==> config.mk <==
export PLATFORM = sky130hd
export DESIGN_NAME = map_port_arbiter
export DESIGN_NICKNAME = d
export VERILOG_FILES = /design/src/rtl/map_port_arbiter.sv
export SDC_FILE = /design/constraint.sdc
export NUM_CORES = 1
export LEC_CHECK = 0
export CORE_ASPECT_RATIO = 1.1
export CORE_MARGIN = 3
export CORE_UTILIZATION = 57
export CTS_CLUSTER_SIZE = 12
export DETAILED_ROUTE_END_ITERATION = 8
export MAX_ROUTING_LAYER = met4
export PLACE_DENSITY = 0.84
export SYNTH_ARGS = -nofsm -noshare
export SYNTH_HDL_FRONTEND = slang
export SYNTH_SLANG_ARGS = --single-unit
export TNS_END_PERCENT = 50
==> constraint.sdc <==
create_clock -name clk -period 4.7 [get_ports clk]
set_input_delay 1.175 -clock clk [delete_from_list [all_inputs] [get_ports clk]]
set_output_delay 1.175 -clock clk [all_outputs]
set_load 0.05 [all_outputs]
==> src/rtl/map_port_arbiter.sv <==
// Shares the single map-RAM port between N_REQ read probes and one brick-write port.
// Writes win unless the previous issue was also a write and a read is waiting.
module map_port_arbiter #(
    parameter int N_REQ   = 4,
    parameter int COORD_W = 5,
    parameter int TILE_W  = 2
) (
    input  logic                       clk,
    input  logic                       rst,
    input  logic                       en,
    input  logic [N_REQ-1:0]           req,
    input  logic [N_REQ*COORD_W-1:0]   req_x,
    input  logic [N_REQ*COORD_W-1:0]   req_y,
    output logic [N_REQ-1:0]           gnt,
    output logic [N_REQ-1:0]           rsp_valid,
    output logic [TILE_W-1:0]          rsp_tile,
    input  logic                       wr_req,
    input  logic [COORD_W-1:0]         wr_x,
    input  logic [COORD_W-1:0]         wr_y,
    input  logic [TILE_W-1:0]          wr_tile,
    output logic                       wr_ack,
    output logic [COORD_W-1:0]         mem_x,
    output logic [COORD_W-1:0]         mem_y,
    output logic                       mem_we,
    output logic [TILE_W-1:0]          mem_wdata,
    input  logic [TILE_W-1:0]          mem_rdata
);

    localparam int PTR_W = $clog2(N_REQ);

    // Handshake: req/wr_req are levels held with their address until the one-cycle
    // gnt/wr_ack pulse; the pulse masks that requester for one decision so it can drop.
    logic [N_REQ-1:0]   rd_cand;
    logic               wr_cand;
    logic               rd_found;
    logic [PTR_W-1:0]   rd_idx;
    logic [COORD_W-1:0] sel_x;
    logic [COORD_W-1:0] sel_y;
    logic               wr_win;
    logic               rd_win;
    logic [PTR_W-1:0]   rr_ptr;
    logic               last_wr;
    int                 j;

    always_comb begin
        rd_cand  = req & ~gnt;
        wr_cand  = wr_req & ~wr_ack;
        rd_found = 1'b0;
        rd_idx   = '0;
        sel_x    = '0;
        sel_y    = '0;
        j        = 0;
        for (int k = 0; k < N_REQ; k++) begin
            j = int'(rr_ptr) + k;
            if (j >= N_REQ) j = j - N_REQ;
            if (!rd_found && rd_cand[j]) begin
                rd_found = 1'b1;
                rd_idx   = PTR_W'(j);
                sel_x    = req_x[j*COORD_W +: COORD_W];
                sel_y    = req_y[j*COORD_W +: COORD_W];
            end
        end
        wr_win = en && wr_cand && (!last_wr || (rd_cand == '0));
        rd_win = en && !wr_win && rd_found;
    end

    assign rsp_tile = mem_rdata;

    always_ff @(posedge clk) begin
        if (rst) begin
            gnt       <= '0;
            rsp_valid <= '0;
            wr_ack    <= 1'b0;
            mem_we    <= 1'b0;
            mem_x     <= '0;
            mem_y     <= '0;
            mem_wdata <= '0;
            rr_ptr    <= '0;
            last_wr   <= 1'b0;
        end else begin
            // Write cycles carry gnt=0, so they never produce a response.
            rsp_valid <= gnt;
            gnt       <= '0;
            wr_ack    <= 1'b0;
            mem_we    <= 1'b0;
            if (wr_win) begin
                wr_ack    <= 1'b1;
                mem_we    <= 1'b1;
                mem_x     <= wr_x;
                mem_y     <= wr_y;
                mem_wdata <= wr_tile;
                last_wr   <= 1'b1;
            end else if (rd_win) begin
                gnt     <= N_REQ'(1) << rd_idx;
                mem_x   <= sel_x;
                mem_y   <= sel_y;
                rr_ptr  <= (rd_idx == PTR_W'(N_REQ - 1)) ? '0 : rd_idx + PTR_W'(1);
                last_wr <= 1'b0;
            end
        end
    end

endmodule

# [Word level (Yosys, flattened, before mapping)]
# Cells that the tools add are included.
[totals] regBits=24 input_bits=62 out_inout_bits=24 wordCells=101
[op_classes] addsub=8 n_mul=4 order_cmp=8 eq_ne=1 shift=9 mux=40 bitwise_logic=6 reduce_logical=17
[op_table] operator="variable part select 20 x 32 -> 5 bit" n=8
[op_table] operator="less-than comparator 32 x 4 -> 1 bit (second input constant)" n=4
[op_table] operator="multiplier 32 x 4 -> 32 bit (second input constant)" n=4
[op_table] operator="two-way mux 32 bit" n=4
[op_table] operator="two-way mux 5 bit" n=12
[op_table] operator="two-way mux 1 bit" n=15
[op_table] operator="subtractor 3 x 3 -> 4 bit (second input constant)" n=3
[op_table] operator="two-way mux 2 bit" n=5
[op_table] operator=">= comparator 3 bit (second input constant)" n=3
[op_table] operator="binary-select mux 1 bit (select 2 bit)" n=4
[op_table] operator="logical AND 1 bit" n=7
[op_table] operator="adder 2 x 2 -> 3 bit (second input constant)" n=2
[op_table] operator="zero test 1 bit" n=5
[op_table] operator="AND 4 bit" n=1
[op_table] operator="zero test 4 bit" n=1
[op_table] operator="inverter 4 bit" n=1
[op_table] operator="<< shifter 1 x 2 -> 4 bit (first input constant)" n=1
[op_table] operator="subtractor 2 x 3 -> 4 bit (second input constant)" n=1
[op_table] operator="adder 2 x 1 -> 3 bit (second input constant)" n=1
[op_table] operator=">= comparator 2 x 3 -> 1 bit (second input constant)" n=1
[op_table] operator="inverter 1 bit" n=3
[op_table] operator="OR reduction 3 bit" n=1
[op_table] operator="adder 2 x 1 -> 2 bit (second input constant)" n=1
[op_table] operator="equality test 2 bit (second input constant)" n=1
[op_table] operator="4 further kinds" n=4

# [Logic depth before layout (Yosys ltp)]
# Gate-level depths: netlist of run 1.
[depth] ltp_word=18 mapped_depth=16 ltp_nobuf=12

# [Worst setup path after synthesis of run 1]
# No wires, ideal clock.
[synth_timing] kind="reg-to-reg" start="register rr_ptr[1]" end="register mem_y[2]" setup_ns=0.059 arrival_ns=3.994 t_required_ns=4.641 slack_ns=0.647 stages_incl_launch_ff=17 path_buffers=6 path_cell_list="dfxtp_1 buf_2 inv_1 clkbuf_1 ha_1 buf_2 buf_1 clkbuf_1 and2_1 ha_1 clkbuf_1 nand4b_1 or2_2 o221a_2 a311o_1 a32oi_1 o311a_1"
[synth_between] elab_chain_cells=17 word_cells_on_any_way=53
[synth_rtl] item="start: declaration" line="41" text="logic [PTR_W-1:0] rr_ptr;"
[synth_rtl] item="start signal: assignment" line="97" text="rr_ptr <= (rd_idx == PTR_W'(N_REQ - 1)) ? '0 : rd_idx + PTR_W'(1);"
[synth_rtl] item="parallel branches: the longest is 17 deep, another holds multiplier 32 x 4 -> 32 bit"
[synth_rtl] item="end signal: assignment" line="90" text="mem_y <= wr_y;"
[synth_rtl] item="end signal: assignment" line="96" text="mem_y <= sel_y;"
[synth_rtl] item="end: declaration" line="23" text="output logic [COORD_W-1:0] mem_y,"
# Parallel ways; which one is timed is not known. The select of a mux whose other input is x is not followed.
# A chain may end at the register's enable or synchronous reset.

==> metrics.cfg, run 1 <==
[detailed_routing]
num_vias = 6002
first_pass_iters = 6
drt_iter0_drc = 748
ant_nets = 0
routed_wl_mm = 20.11
drc = 0
post_drt_wl_per_cell_um = 25.78
drt-vias-per-instance = 7.695

[cells_and_area]
final_core_util = 0.6799
final_cell_mix = clkdlybuf4s50_1 (81), mux4_2 (53), nand2_1 (52), mux2i_1 (45)
antenna_cells = 0
drive_gt1_frac = 0.1862
fillers = 776
syn_to_final_growth_pct = 12.96
multi_input_area_um2 = 4563
fin_nets = 742
regArea_um2 = 485.5
layout_commonest_cell = clkdlybuf4s50_1

[worst_hold_path]
hold_class = flop to flop

[global_routing]
grt_start_max_net_pins = 138
grt_pass1_vias = 5620
antenna_found_initial = 0
grt_pass1_wl_mm = 31.31
gr-total-overflow = 0
grt_usage = 0.3733

[clock_network]
clk_latency_ps = 270
postCtsSetupBuffers = 0
cts_made_buffers = 3
cts_tree = done
cts.path.max_buffers = 2
clk_pin_slew_ps = 90
clock_sinks = 24
post_cts_resized = 0
root_buffer = clkbuf_8
htreeDepth = 1
cts_hold_repair.buffers = 0

[synth]
yosysWarnings = 0
synthTopCellsByArea = mux4_2 (22%), dfxtp_1 (8.7%), mux2i_1 (8.2%)
synthDistinctLibCells = 87
ys.flop_type = dfxtp_1
synth_seq_cells = 24
yosys.area.top_type_share = 0.2169
synth_edf_count = 0
async_reset_ff_frac = 0
syn_inst = 629
ys_seq_area_frac = 0.08729
netlist_area_um2 = 5504
synth.largest_area_cell = mux4_2
synth.avg_cell_area_um2 = 8.750
synth_nets = 704

[power_and_ir_drop]
peakVddDrop_uv = 290.8
power_density_nw_per_um2 = 332.6
total_power_mw = 2.068
p_leak_nw = 2.174

[run]
cap_violations = 0

[run_status]
status = finished, final reports clean

[timing]
max_slew_margin = 0.3808
rsz0062_at_grt = false
skew_ps = 8.066
fmax_ghz = 0.2475
finalSetupTns_ps = 0
hold_viol_final = 0
tightestPinTransition_ps = 905.4
setup_violations = 0
slew_violations = 0
finalCritPeriodShare = 0.8595
whs_ps = 471.0
period_minus_slack_ps = 4040

[critical_path]
critPathMaxStageDelay_ps = 830
critPathKind = flop to flop
cp_common_cell = ha_1
start_kind = flop
reg2reg_depth = 12
r2r_slack_ps = 660
cp.required_ps = 4880
path_max_fanout = 14
slowest_stage = a2111oi_0
crit_arrival_ps = 4220
end_kind = flop
cp_cell_sequence = inv_2, ha_1, nand2b_1, inv_1, ha_1, ha_1, buf_4, or2_2, a221oi_1, a2111oi_0, o22ai_1, a211oi_1
r2r_end = mem_y[4]
crit_path_end = mem_y[4]

[placed_design]
portBuffers = 81
hpwl_mm = 15.07
gp_congestion = 1.019

[floorplan]
core.rowCount = 36
start_util = 0.6019
die_width_um = 99.69
die-area_um2 = 10870
pin_count = 86
die_h_um = 109.1
core_region_area_um2 = 9144

-- state kept, by name, indices dropped and copies added (netlist names), named ones only --
signal,cells
mem_x,5
mem_y,5
gnt,4
rsp_valid,4
mem_wdata,2
last_wr,1
mem_we,1
rr_ptr,1
-- worst max-delay path, delay by kind of cell, from the launching register on --
kind | cells | cell delay, ps
AOI/OAI and AO/OA | 4 | 1390
adders and majority gates | 3 | 1040
and+or+nand+nor | 2 | 620
buffers and inverters | 3 | 530
DFF | 1 | 370
-- area by class of cell --
cell class              instances  area share
inverters                      14    0.008452
clock buffers                   4    0.007245
well taps                     114     0.02294
multi-input cells             529      0.7340
repair buffers                 95      0.1493
flip-flops and latches         24     0.07808
-- routing by layer --
layer | GRT usage | vias up | share of wire
li1 | - | 2567 | -
met1 | 0.4870 | 2885 | 0.38
met2 | 0.6120 | 481 | 0.48
met3 | 0.05374 | 69 | 0.11
met4 | 0.09561 | 0 | 0.028
met5 | - | - | 0
-- power by group --
| part | switching, mW | internal, mW |
|---|---|---|
| sequential | 0.0178 | 0.227 |
| clock | 0.0674 | 0.0606 |
| combinational | 0.981 | 0.714 |
| total | 1.07 | 1.00 |
-- worst min path at each step --
| stage | startpoint | endpoint | slack (ps) | cells after the start |
|---|---|---|---|---|
| 3_5_place_dp | mem_wdata[0] | mem_wdata[0] | 460 | 2 |
| 3_3_place_gp | mem_wdata[0] | mem_wdata[0] | 450 | 2 |
| 2_1_floorplan | last_wr | last_wr | 450 | 2 |
| 5_1_grt | mem_wdata[1] | mem_wdata[1] | 500 | 2 |
| 6_report | mem_wdata[0] | mem_wdata[0] | 470 | 2 |
| 4_1_cts | mem_wdata[0] | mem_wdata[0] | 470 | 2 |
-- kinds of logic after synthesis --
| family | share of synthesized area |
|---|---|
| AOI/OAI and AO/OA | 0.2389 |
| xor gates and xnor gates | 0.004775 |
| adders and majority gates | 0.03092 |
| buffers and inverters | 0.08366 |
| DFF | 0.08729 |
| muxes | 0.3546 |
| and+or+nand+nor | 0.1998 |
-- synthesized netlist by cell type (all sizes together), types with 9 or more instances --
master and number:
o21ai 22, a221oi 10, nor2 38, dfxtp 24
nor2b 22, nand2 52, a31oi 9, o22ai 12
clkbuf 26, or2 9, mux4 54, ha 12
buf 36, inv 13, a21oi 38, nand2b 11
nor3 20, mux2i 45, mux2 25, or3 11
-- through the flow --
stage	cell area (µm²)	cells	setup WS, ps
after global placement	6172	776	786.8
after floorplan	5504	629	646.8
after detailed placement	6172	776	641.2
after global routing	6217	780	557.4
after CTS	6217	780	789.6
final	6217	780	660.3
Note: power is estimated with default switching activity, not from simulation.
==> run 2, diff against run 1 <==
- GPL_TIMING_DRIVEN: unset -> 1
==> results of run 2 <==
The final DEF is identical to that of run 1; final timing and power are the same.
